<file path="config.mk">
export PLATFORM = sky130hd
export DESIGN_NAME = display_scan_controller_flat
export DESIGN_NICKNAME = d
export VERILOG_FILES = /design/src/rtl/display_pkg.sv /design/src/rtl/display_scan_controller_if.sv /design/src/rtl/scan_prescaler.sv /design/src/rtl/display_scan_controller.sv /design/src/flat_wrapper.sv
export SDC_FILE = /design/constraint.sdc
export NUM_CORES = 1
export LEC_CHECK = 0
export ABC_CLOCK_PERIOD_IN_PS = 5140
export CAP_MARGIN = 20
export CORE_ASPECT_RATIO = 1.2
export CORE_MARGIN = 5
export CORE_UTILIZATION = 32
export DETAILED_ROUTE_END_ITERATION = 12
export PLACE_DENSITY = 0.55
export SYNTH_ARGS = -nofsm -noshare
export SYNTH_HDL_FRONTEND = slang
export SYNTH_SLANG_ARGS = --single-unit
export TNS_END_PERCENT = 10
</file>
<file path="constraint.sdc">
create_clock -name Clock -period 5.14 [get_ports Clock]
set_input_delay 1.028 -clock Clock [delete_from_list [all_inputs] [get_ports Clock]]
set_output_delay 1.028 -clock Clock [all_outputs]
set_load 0.1 [all_outputs]
</file>
<file path="src/rtl/display_pkg.sv">
// Shared constants, segment type and scan-state enum for the display scan controller.
package display_pkg;

    localparam int         NUM_DIGITS = 4;
    localparam int         IDX_W      = $clog2(NUM_DIGITS);
    localparam logic [6:0] SEG_ZERO   = 7'b1111110;
    localparam logic [6:0] SEG_OFF    = 7'b0000000;

    typedef logic [6:0] seg_t;

    typedef enum logic {
        BLANK,
        SHOW
    } scan_state_e;

    function automatic logic [NUM_DIGITS-1:0] digit_onehot(input logic [IDX_W-1:0] idx);
        return NUM_DIGITS'(1) << idx;
    endfunction

endpackage

</file>
<file path="src/rtl/display_scan_controller_if.sv">
// Bundle between the segment encoders (master) and the scan controller (slave).
interface display_scan_controller_if;
    import display_pkg::*;

    logic                  load;
    seg_t                  disp0;
    seg_t                  disp1;
    seg_t                  disp2;
    seg_t                  disp3;
    seg_t                  seg;
    logic [NUM_DIGITS-1:0] digit_sel;
    logic                  ack;
    logic                  frame_done;

    modport master (
        output load, disp0, disp1, disp2, disp3,
        input  seg, digit_sel, ack, frame_done
    );

    modport slave (
        input  load, disp0, disp1, disp2, disp3,
        output seg, digit_sel, ack, frame_done
    );

endinterface

</file>
<file path="src/rtl/scan_prescaler.sv">
// Slot prescaler and digit-index counter; flags the last cycle of every slot and frame.
module scan_prescaler
    import display_pkg::*;
#(
    parameter int DIV   = 50000,
    parameter int CNT_W = $clog2(DIV)
) (
    input  logic             clk_i,
    input  logic             rst_ni,
    output logic [CNT_W-1:0] cnt_o,
    output logic [IDX_W-1:0] idx_o,
    output logic             slot_end_o,
    output logic             frame_end_o
);

    logic [CNT_W-1:0] cnt_q, cnt_d;
    logic [IDX_W-1:0] idx_q, idx_d;
    logic             slot_end;
    logic             frame_end;

    always_comb begin
        slot_end  = (cnt_q == CNT_W'(DIV - 1));
        frame_end = slot_end && (idx_q == IDX_W'(NUM_DIGITS - 1));
        cnt_d     = slot_end ? '0 : cnt_q + 1'b1;
        idx_d     = slot_end ? idx_q + 1'b1 : idx_q;
    end

    always_ff @(posedge clk_i or negedge rst_ni) begin
        if (!rst_ni) begin
            cnt_q <= '0;
            idx_q <= '0;
        end else begin
            cnt_q <= cnt_d;
            idx_q <= idx_d;
        end
    end

    assign cnt_o       = cnt_q;
    assign idx_o       = idx_q;
    assign slot_end_o  = slot_end;
    assign frame_end_o = frame_end;

endmodule

</file>
<file path="src/rtl/display_scan_controller.sv">
// Four-digit multiplexed 7-segment scan with blanking and frame-synchronous double buffering.
// Optional leading-zero suppression is built when ZERO_BLANK_EN is defined.
module display_scan_controller #(
    parameter int DIV   = 50000,
    parameter int BLANK = 1000
) (
    input  logic                        Clock,
    input  logic                        Resetn,
    display_scan_controller_if.slave    bus
);
    import display_pkg::*;

    localparam int CNT_W = $clog2(DIV);

    logic [CNT_W-1:0]                cnt;
    logic [IDX_W-1:0]                idx;
    logic                            slot_end;
    logic                            frame_end;

    scan_state_e                     state_q, state_d;
    logic [NUM_DIGITS-1:0][6:0]      active_q, active_d;
    logic [NUM_DIGITS-1:0][6:0]      pending_q, pending_d;
    logic                            pend_q, pend_d;
    logic                            commit;

    seg_t                            seg_q, seg_d;
    logic [NUM_DIGITS-1:0]           sel_q, sel_d;
    logic                            ack_q, ack_d;
    logic                            frame_done_q, frame_done_d;

    scan_prescaler #(
        .DIV   (DIV),
        .CNT_W (CNT_W)
    ) u_prescaler (
        .clk_i       (Clock),
        .rst_ni      (Resetn),
        .cnt_o       (cnt),
        .idx_o       (idx),
        .slot_end_o  (slot_end),
        .frame_end_o (frame_end)
    );

`ifdef ZERO_BLANK_EN
    logic [NUM_DIGITS-1:0] dark;

    // A digit goes dark only while it and every digit above it hold the zero glyph.
    always_comb begin
        logic above_zero;
        dark       = '0;
        above_zero = 1'b1;
        for (int k = NUM_DIGITS - 1; k >= 1; k--) begin
            above_zero = above_zero && (active_q[k] == SEG_ZERO);
            dark[k]    = above_zero;
        end
    end
`endif

    always_comb begin
        state_d = state_q;
        unique case (state_q)
            display_pkg::BLANK: if (cnt == CNT_W'(BLANK - 1)) state_d = display_pkg::SHOW;
            display_pkg::SHOW:  if (slot_end)                 state_d = display_pkg::BLANK;
            default:                                          state_d = display_pkg::BLANK;
        endcase

        // Outputs are decoded from the next state so they change on the same edge as the state.
        sel_d = '0;
        seg_d = SEG_OFF;
        if (state_d == display_pkg::SHOW) begin
            sel_d = digit_onehot(idx);
`ifdef ZERO_BLANK_EN
            seg_d = dark[idx] ? SEG_OFF : active_q[idx];
`else
            seg_d = active_q[idx];
`endif
        end

        ack_d        = frame_end && pend_q;
        frame_done_d = frame_end;
    end

    // Commit reads the old pending value; a coincident load refills pending and keeps pend set.
    always_comb begin
        commit    = frame_end && pend_q;
        active_d  = active_q;
        pending_d = pending_q;
        pend_d    = pend_q;
        if (commit) begin
            active_d = pending_q;
            pend_d   = 1'b0;
        end
        if (bus.load) begin
            pending_d = {bus.disp3, bus.disp2, bus.disp1, bus.disp0};
            pend_d    = 1'b1;
        end
    end

    always_ff @(posedge Clock or negedge Resetn) begin
        if (!Resetn) begin
            state_q      <= display_pkg::BLANK;
            active_q     <= '0;
            pending_q    <= '0;
            pend_q       <= 1'b0;
            seg_q        <= SEG_OFF;
            sel_q        <= '0;
            ack_q        <= 1'b0;
            frame_done_q <= 1'b0;
        end else begin
            state_q      <= state_d;
            active_q     <= active_d;
            pending_q    <= pending_d;
            pend_q       <= pend_d;
            seg_q        <= seg_d;
            sel_q        <= sel_d;
            ack_q        <= ack_d;
            frame_done_q <= frame_done_d;
        end
    end

    assign bus.seg        = seg_q;
    assign bus.digit_sel  = sel_q;
    assign bus.ack        = ack_q;
    assign bus.frame_done = frame_done_q;

endmodule

</file>
<file path="src/flat_wrapper.sv">
// flat-port wrapper written by rule: the top's interface ports become plain ports
module display_scan_controller_flat import display_pkg::*;
#(
    parameter int DIV   = 50000,
    parameter int BLANK = 1000
)
  (Clock, Resetn, bus_load, bus_disp0, bus_disp1, bus_disp2, bus_disp3, bus_seg, bus_digit_sel, bus_ack, bus_frame_done);
  display_scan_controller_if bus_i ();
  input  logic Clock;
  input  logic Resetn;
  input wire logic [$bits(bus_i.load)-1:0] bus_load;
  input wire logic [$bits(bus_i.disp0)-1:0] bus_disp0;
  input wire logic [$bits(bus_i.disp1)-1:0] bus_disp1;
  input wire logic [$bits(bus_i.disp2)-1:0] bus_disp2;
  input wire logic [$bits(bus_i.disp3)-1:0] bus_disp3;
  output wire logic [$bits(bus_i.seg)-1:0] bus_seg;
  output wire logic [$bits(bus_i.digit_sel)-1:0] bus_digit_sel;
  output wire logic [$bits(bus_i.ack)-1:0] bus_ack;
  output wire logic [$bits(bus_i.frame_done)-1:0] bus_frame_done;
  assign bus_i.load = bus_load;
  assign bus_i.disp0 = bus_disp0;
  assign bus_i.disp1 = bus_disp1;
  assign bus_i.disp2 = bus_disp2;
  assign bus_i.disp3 = bus_disp3;
  assign bus_seg = bus_i.seg;
  assign bus_digit_sel = bus_i.digit_sel;
  assign bus_ack = bus_i.ack;
  assign bus_frame_done = bus_i.frame_done;
  display_scan_controller #(.DIV(DIV), .BLANK(BLANK)) u_core (.Clock(Clock), .Resetn(Resetn), .bus(bus_i));
endmodule
</file>
==> results by group, run 1 <==
Synthesis
  • Seq/Total Area, Yosys: 0.612
  • Post-synthesis cell count: 246
  • Post-Syn Nets: 282
  • Flops & latches, synth: 89
  • Synth cell types: 32
  • Synth Warn #: 0
  • Syn Area/Cell: 14.8 sq um
  • Mapped Area: 3640 sq um

Critical path
  • Crit end category: register
  • Crit path DAT: 3270 ps
  • Setup crit start kind: register
  • WP data required: 5360 ps
  • CP max FO: 21
  • Crit Path Class: register to register

Pwr
  • Static Leak: 2.00 nW
  • Power Total: 1.56 mW
  • PwrDens: 340 nW/um^2
  • Maximum VDD drop: 0.172 mV

Floorplanning
  • Initial Util: 0.328
  • Core area: 11100 sq um
  • FP Rows: 42
  • Ports: 44
  • Die area: 13600 sq um
  • Chip width: 107 um
  • Die height: 127 um

GRT
  • Vias in the first global route: 2235
  • Largest net degree at the start of global routing: 60
  • GRT Total Usage: 0.107
  • Initial antenna violation count: 0
  • Total grt overflow: 0
  • Global-route wire length before repair: 11.3 mm

Clock tree
  • Post-CTS Resized: 0
  • CTS tree: built
  • CTS Hold Bufs: 0
  • CTS max path bufs: 2
  • Clk Latency, worst-skew pair: 330 ps
  • Total CTS buffers: 9
  • Setup Buffers After CTS: 0
  • Clk sink count: 89
  • Root Driver: clkbuf_16
  • CTS H-tree depth: 3
  • Worst-path clk slew: 60 ps

Finish
  • Final nets: 328
  • Layout cell share with drive strength beyond 1: 0.253
  • Layout fillers: 1054
  • Antenna cells: 0
  • Synth-to-Final Area Change: 25.7%

Timing
  • RSZ-0062 raised after global routing: no
  • Period minus WS final: 3050 ps
  • Setup total negative slack: 0 ps
  • Tcrit/Tclk final: 0.594
  • F_max: 0.328 GHz
  • Skew final: 4.81 ps
  • Relative slew slack: 0.344
  • Setup violators final: 0
  • Worst-margin pin slew: 981 ps
  • Count of final hold-check violations: 0
  • Final slew viol count: 0

Min path
  • Hold WC Path Type: register to register

Place
  • Final GP Congestion: 0.778
  • Detailed placer's ending HPWL: 4.40 mm
  • Port buffer count: 43

Status
  • Run status: complete, no violations

Route
  • Via Count: 2036
  • Pre-antenna DRT Iters: 3
  • Vias per cell: 4.51
  • Drt wl/cell: 14.5 um
  • Routed Antenna Nets: 0
  • Initial DRC count: 59
  • Remaining DRCs: 0
  • Total Routed Length: 6.53 mm

Job
  • Max-cap viol count: 0
## routing by layer
layer,routed length (um),track usage,vias to the layer above
li1,-,-,956
met1,2890,0.135,1034
met2,3270,0.169,33
met3,208,0.0224,13
met4,170,0.0617,0
met5,0,0,-
## critical path, stage by stage, from the launching register on
cell and delay, ps:
dfrtp_1 400, or4_4 560, nor4_4 720, and3_1 520, buf_4 360, mux2_2 370
## cells in the mapped netlist
| library cell | number | area [sq um] |
|---|---|---|
| buf_6 | 1 | 11.3 |
| buf_4 | 1 | 7.51 |
| dfrtp_1 | 89 | 2230 |
| nand3_1 | 7 | 35.0 |
| clkbuf_1 | 7 | 26.3 |
| nor2b_1 | 12 | 75.1 |
| buf_1 | 1 | 3.75 |
| mux2_2 | 47 | 529 |
| ha_1 | 5 | 62.6 |
| and3_1 | 1 | 6.26 |
| nand4_1 | 4 | 25.0 |
| a21o_1 | 1 | 7.51 |
| xor2_1 | 7 | 61.3 |
| nor4_1 | 3 | 18.8 |
| nor2_1 | 11 | 41.3 |
| mux2i_1 | 1 | 10.0 |
| mux2_1 | 9 | 101 |
| and4_1 | 2 | 17.5 |
| or4_4 | 1 | 11.3 |
| mux4_2 | 7 | 158 |
| nand2_1 | 6 | 22.5 |
| nand3b_1 | 1 | 7.51 |
| nor4_4 | 1 | 21.3 |
| o32a_1 | 1 | 10.0 |
| nor3_1 | 1 | 5.00 |
| nand4bb_1 | 1 | 11.3 |
| nand2b_1 | 1 | 6.26 |
| inv_1 | 6 | 22.5 |
| xnor2_1 | 7 | 61.3 |
| o21ai_0 | 1 | 5.00 |
| buf_8 | 1 | 15.0 |
| nand4b_1 | 2 | 17.5 |
## cell type report
type                            instances  area [sq um]  share of cell area
Sequential cell                        89          2230               0.487
Clock buffer                           12           256              0.0561
Inverter                                6          22.5             0.00492
Tap cell                              154           193              0.0421
Clock inverter                          4          98.8              0.0216
Timing Repair Buffer                   46           450              0.0984
Multi-Input combinational cell        140          1330               0.290
## registers in the layout (all words and copies together) (netlist names)
signal	cells
u_core.bus.seg	7
u_core.pending_q	28
u_core.u_prescaler.cnt_o	16
u_core.pend_q	1
u_core.bus.ack	1
u_core.bus.digit_sel	4
u_core.u_prescaler.idx_o	2
u_core.state_q	1
u_core.active_q	28
u_core.bus.frame_done	1
## layout by cell type, fill, tap and decap left out, drive strengths merged
cell / count
clkdlybuf4s50: 42
nor2b: 12
nand2: 6
o21ai: 1
nor4: 4
dfrtp: 89
nor3: 1
bufinv: 3
a21o: 1
buf: 4
mux2: 56
inv: 6
mux2i: 1
nand3b: 1
mux4: 7
nand4: 4
ha: 5
nor2: 11
nand2b: 1
nand4bb: 1
xor2: 7
and3: 1
xnor2: 7
nand4b: 2
clkinv: 1
clkbuf: 12
o32a: 1
nand3: 7
or4: 1
and4: 2
## per-stage QoR
stage,worst slack [ps],std cells,cell area [sq um],utilization,hold slack (ps)
finish,2090,451,4580,0.413,472
global route,1910,451,4580,0.413,497
CTS,2050,451,4580,0.413,476
detailed placement,2060,435,4220,0.381,461
global placement,2080,435,4220,0.381,461
floorplan,2920,246,3640,-,442
## report_power, final
group	internal [mW]	total, mW	switching [mW]
clock network	0.502	0.758	0.256
logic	0.0400	0.0654	0.0254
registers	0.723	0.734	0.0117
total	1.27	1.56	0.293
## worst paths after layout
check | start | endpoint | slack, ps | cells after the start
setup reg to reg | u_core.u_prescaler.cnt_o[10] | u_core.active_q[5] | 2090 | 5
hold / removal | u_core.pend_q | u_core.pend_q | 470 | 1
hold reg to reg | u_core.pend_q | u_core.pend_q | 470 | 1
min in group asynchronous | Resetn | u_core.pending_q[27] | 630 | 1
setup / recovery | u_core.u_prescaler.cnt_o[10] | u_core.active_q[5] | 2090 | 5
max in group asynchronous | Resetn | u_core.active_q[21] | 3440 | 2
## kinds of logic after synthesis
kind of cell    share of synthesized area
compound gates                    0.00619
xor+xnor                           0.0337
fa+ha+maj                          0.0172
buf+inv                            0.0237
flops                               0.612
mux                                 0.219
simple gates                       0.0883
No activity file was read; power rests on OpenSTA's default activity.
==> run 2: changes to the inputs <==
--- a/config.mk
+++ b/config.mk
@@ -5,7 +5,7 @@
 export SDC_FILE = /design/constraint.sdc
 export NUM_CORES = 1
 export LEC_CHECK = 0
-export ABC_CLOCK_PERIOD_IN_PS = 5140
+export ABC_CLOCK_PERIOD_IN_PS = 2850
 export CAP_MARGIN = 20
 export CORE_ASPECT_RATIO = 1.2
 export CORE_MARGIN = 5
==> constraint.sdc (replaced) <==
create_clock -name Clock -period 2.85 [get_ports Clock]
set_input_delay 0.57 -clock Clock [delete_from_list [all_inputs] [get_ports Clock]]
set_output_delay 0.57 -clock Clock [all_outputs]
set_load 0.1 [all_outputs]
==> results by group, run 2 (same netlist as run 1, synthesis figures left out) <==
Status
  • Run status: complete, no violations

Pwr
  • Int Pwr: 2.08 mW
  • Maximum VDD drop: 0.281 mV
  • Reg power frac: 0.503
  • Clk pwr share: 0.452
  • PwrDens: 580 nW/um^2
  • Power Total: 2.63 mW
  • Net Sw Frac: 0.209
  • Static Leak: 2.02 nW
  • Part of the power in combinational logic: 0.045
  • NetSw: 0.550 mW

Floorplanning
  • Die height: 127 um
  • FP Rows: 42
  • Core area: 11100 sq um
  • Ports: 44
  • Initial Util: 0.328
  • Chip width: 107 um
  • Die area: 13600 sq um

Route
  • Drt wl/cell: 14.5 um
  • Pre-antenna DRT Iters: 4
  • Via Count: 2065
  • Total Routed Length: 6.60 mm
  • Initial DRC count: 54
  • Remaining DRCs: 0
  • Vias per cell: 4.54
  • Routed Antenna Nets: 0

Timing
  • Setup total negative slack: 0 ps
  • F_max: 0.433 GHz
  • Tcrit/Tclk final: 0.810
  • Setup violators final: 0
  • Fin Hold WS: 163 ps
  • Worst-margin pin slew: 425 ps
  • Relative slew slack: 0.717
  • Final slew viol count: 0
  • RSZ-0062 raised after global routing: no
  • Period minus WS final: 2310 ps
  • Skew final: 7.87 ps
  • Count of final hold-check violations: 0

Critical path
  • Worst-case reg-to-reg path depth: 5
  • WP data required: 3070 ps
  • Setup crit start kind: register
  • CP startpoint: u_core.u_prescaler.cnt_o[10]
  • R2R setup slack: 540 ps
  • Crit path DAT: 2530 ps
  • CP max FO: 29
  • Crit end category: register
  • Crit Path Class: register to register
  • RR Startpoint: u_core.u_prescaler.cnt_o[10]
  • Reg-to-Reg End: u_core.active_q[12]
  • End of the critical path: u_core.active_q[12]

Clock tree
  • CTS max path bufs: 2
  • Total CTS buffers: 9
  • CTS H-tree depth: 3
  • CTS Hold Bufs: 0
  • Root Driver: clkbuf_16
  • Worst-path clk slew: 70 ps
  • Clk sink count: 89
  • CTS tree: built
  • Clk Latency, worst-skew pair: 340 ps
  • Setup Buffers After CTS: 0
  • Post-CTS Resized: 0

Finish
  • Final nets: 332
  • Fin area: 4540 sq um
  • Synth-to-Final Area Change: 24.6%
  • Antenna cells: 0
  • Layout fillers: 1046
  • Most common cell after layout, fill and taps aside: dfrtp_1
  • Commonest non-fill, non-tap cells in the layout: 89 x dfrtp_1, 47 x mux2_2, 29 x clkdlybuf4s50_1
  • Layout cell share with drive strength beyond 1: 0.309

GRT
  • Vias in the first global route: 2258
  • Total grt overflow: 0
  • GRT Total Usage: 0.108
  • Largest net degree at the start of global routing: 58
  • Global-route wire length before repair: 11.4 mm
  • Initial antenna violation count: 0

Place
  • Detailed placer's ending HPWL: 4.46 mm
  • Port buffer count: 43
  • Placed Area: 4230 sq um
  • Final GP Congestion: 0.799

Job
  • Max-cap viol count: 0

Min path
  • Hold WC Path Type: input port to asynchronous set/reset pin
## run 2: layer usage
metal | part of all wire | wire length (um) | track usage | vias to the layer above
met5 | 0 | 0 | 0 | -
met4 | 0.019 | 126 | 0.0423 | 0
met3 | 0.040 | 263 | 0.0346 | 8
met2 | 0.49 | 3250 | 0.176 | 36
met1 | 0.45 | 2960 | 0.133 | 1052
li1 | - | - | - | 969
## run 2: stage by stage
stage	cells	util	worst slack, ps
floorplan	246	-	628
global placement	439	0.382	562
detailed placement	439	0.382	529
CTS	455	0.409	514
global route	455	0.409	406
finish	455	0.409	540
## run 2: worst min path at each step
stage / slack, ps / startpoint / to
finish: 160 / Resetn / u_core.bus.seg[6]
global route: 180 / Resetn / u_core.bus.seg[6]
floorplan: 270 / Resetn / u_core.active_q[0]
CTS: 170 / Resetn / u_core.bus.seg[6]
global placement: 460 / u_core.active_q[23] / u_core.active_q[23]
detailed placement: 470 / u_core.active_q[17] / u_core.active_q[17]
## run 2: layout make-up
| class | count | area [sq um] | share of cell area |
|---|---|---|---|
| Clock buffer | 10 | 239 | 0.0527 |
| Clock inverter | 6 | 67.6 | 0.0149 |
| Inverter | 6 | 22.5 | 0.00496 |
| Multi-Input combinational cell | 140 | 1330 | 0.293 |
| Sequential cell | 89 | 2230 | 0.491 |
| Tap cell | 154 | 193 | 0.0425 |
| Timing Repair Buffer | 50 | 460 | 0.101 |
## run 2: critical path: stages (launching register included)
cell and delay [ps]:
dfrtp_1 410, or4_4 560, nor4_4 300, and3_1 180, buf_4 340, mux2_2 380
## run 2: power groups by stage
stage,Sequential (mW),Clock (mW),Combinational [mW]
after floorplan,1.34,0,0.0480
after global placement,1.35,0,0.122
after detailed placement,1.35,0,0.123
after CTS,1.32,1.24,0.124
after global routing,1.33,1.28,0.134
final,1.32,1.19,0.119
==> run 3: changes to the inputs <==
--- a/config.mk
+++ b/config.mk
@@ -5,7 +5,7 @@
 export SDC_FILE = /design/constraint.sdc
 export NUM_CORES = 1
 export LEC_CHECK = 0
-export ABC_CLOCK_PERIOD_IN_PS = 2850
+export ABC_CLOCK_PERIOD_IN_PS = 2200
 export CAP_MARGIN = 20
 export CORE_ASPECT_RATIO = 1.2
 export CORE_MARGIN = 5
==> constraint.sdc (replaced) <==
create_clock -name Clock -period 2.2 [get_ports Clock]
set_input_delay 0.44 -clock Clock [delete_from_list [all_inputs] [get_ports Clock]]
set_output_delay 0.44 -clock Clock [all_outputs]
set_load 0.1 [all_outputs]
==> results by group, run 3 (same netlist as run 1, synthesis figures left out) <==
Timing
  • Tcrit/Tclk final: 0.934
  • Worst-margin pin slew: 378 ps
  • RSZ-0062 raised after global routing: no
  • Period minus WS final: 2050 ps
  • Count of final hold-check violations: 0
  • Final slew viol count: 0
  • Setup total negative slack: 0 ps
  • Relative slew slack: 0.748
  • Skew final: 7.83 ps
  • F_max: 0.487 GHz
  • Setup violators final: 0

Place
  • Placed Cells incl. Taps: 443
  • Detailed placer's ending HPWL: 4.43 mm
  • Port buffer count: 43
  • Final GP Congestion: 0.832

Floorplanning
  • Chip width: 107 um
  • Die area: 13600 sq um
  • Die height: 127 um
  • FP Rows: 42
  • Initial Util: 0.328
  • Ports: 44
  • Core area: 11100 sq um

Route
  • Routed Antenna Nets: 0
  • Total Routed Length: 6.52 mm
  • Via Count: 2076
  • Vias per cell: 4.52
  • Drt wl/cell: 14.2 um
  • Initial DRC count: 49
  • Pre-antenna DRT Iters: 6
  • Remaining DRCs: 0

GRT
  • GRT Total Usage: 0.105
  • Global-route wire length before repair: 11.1 mm
  • Vias in the first global route: 2238
  • Largest net degree at the start of global routing: 39
  • Initial antenna violation count: 0
  • Total grt overflow: 0

Clock tree
  • Clk Latency, worst-skew pair: 330 ps
  • CTS max path bufs: 2
  • Total CTS buffers: 9
  • Root Driver: clkbuf_16
  • CTS tree: built
  • Worst-path clk slew: 60 ps
  • CTS H-tree depth: 3
  • Setup Buffers After CTS: 0
  • Clk sink count: 89
  • Post-CTS Resized: 0
  • CTS Hold Bufs: 0

Pwr
  • PwrDens: 774 nW/um^2
  • Int Pwr: 2.90 mW
  • Maximum VDD drop: 0.362 mV
  • Part of the power in combinational logic: 0.044
  • Clk pwr share: 0.478
  • Reg power frac: 0.477
  • Static Leak: 2.07 nW
  • Net Sw Frac: 0.192
  • NetSw: 0.690 mW

Finish
  • Commonest non-fill, non-tap cells in the layout: 89 x dfrtp_1, 47 x mux2_2, 29 x clkdlybuf4s50_1
  • Layout cell share with drive strength beyond 1: 0.311
  • Layout fillers: 1038
  • Synth-to-Final Area Change: 27.3%
  • Util after Layout: 0.418
  • Final nets: 336
  • Most common cell after layout, fill and taps aside: dfrtp_1
  • Antenna cells: 0
  • Final std cells w/o fill: 459

Critical path
  • Crit Path Class: register to register
  • Buffers & Inverters on Critical Path: 1
  • R2R setup slack: 150 ps
  • Delay-heaviest family, CP: simple AND/OR/NAND/NOR gates
  • Slowest-stage cell, CP: or4_4
  • Crit path DAT: 2270 ps
  • Setup crit start kind: register
  • Crit end category: register
  • CP max FO: 29
  • Worst path max stage delay: 570 ps
  • WP data required: 2410 ps
  • Crit path cell chain: or4_4 > nor4_4 > and3_1 > buf_12 > mux2_2

Min path
  • Hold WC Path Type: input port to asynchronous set/reset pin

Job
  • Max-cap viol count: 0

Status
  • Run status: complete, no violations
run 3: cell types whose count changed in the layout (fill, tap and decap cells not counted), sizes merged:
cell and delta:
clkbuf +1, clkinv -1, buf +4, clkinvlp -2, bufinv +2
run 3: layout make-up:
class                           instances  area (sq um)  share of cell area
Sequential cell                        89          2230               0.481
Multi-Input combinational cell        140          1330               0.286
Timing Repair Buffer                   54           528               0.114
Clock buffer                           11           233              0.0502
Tap cell                              154           193              0.0416
Clock inverter                          5           104              0.0224
Inverter                                6          22.5             0.00486
run 3: path summary, 6_finish.rpt:
kind / startpoint / end / cells after the start
max: u_core.u_prescaler.cnt_o[10] / u_core.active_q[7] / 5
min: Resetn / u_core.bus.seg[6] / 1
max reg2reg: u_core.u_prescaler.cnt_o[10] / u_core.active_q[7] / 5
min reg2reg: u_core.active_q[23] / u_core.active_q[23] / 1
max in group asynchronous: Resetn / u_core.bus.seg[3] / 2
min in group Clock: u_core.active_q[23] / u_core.active_q[23] / 1
run 3: power by group through the flow:
stage / clock network [mW] / logic [mW] / registers [mW]
2_1_floorplan: 0 / 0.0622 / 1.73
3_3_place_gp: 0 / 0.163 / 1.74
3_5_place_dp: 0 / 0.166 / 1.75
4_1_cts: 1.77 / 0.166 / 1.71
5_1_grt: 1.82 / 0.177 / 1.72
6_report: 1.72 / 0.159 / 1.71
run 3: metrics by stage:
| step | hold slack, ps | total power, mW | cell area [sq um] | setup slack (ps) |
|---|---|---|---|---|
| 3_3_place_gp | 393 | 1.91 | 4300 | 191 |
| 6_report | 20.1 | 3.59 | 4630 | 146 |
| 5_1_grt | 49.7 | 3.72 | 4630 | 85.5 |
| 4_1_cts | 30.4 | 3.65 | 4630 | 143 |
| 3_5_place_dp | 392 | 1.91 | 4300 | 157 |
| 2_1_floorplan | 144 | 1.80 | 3640 | 18.9 |
run 3: layer usage:
metal	share of wire	track usage
met2	0.50	0.164
met1	0.45	0.139
met4	0.012	0.0401
met5	0	0
met3	0.038	0.0285
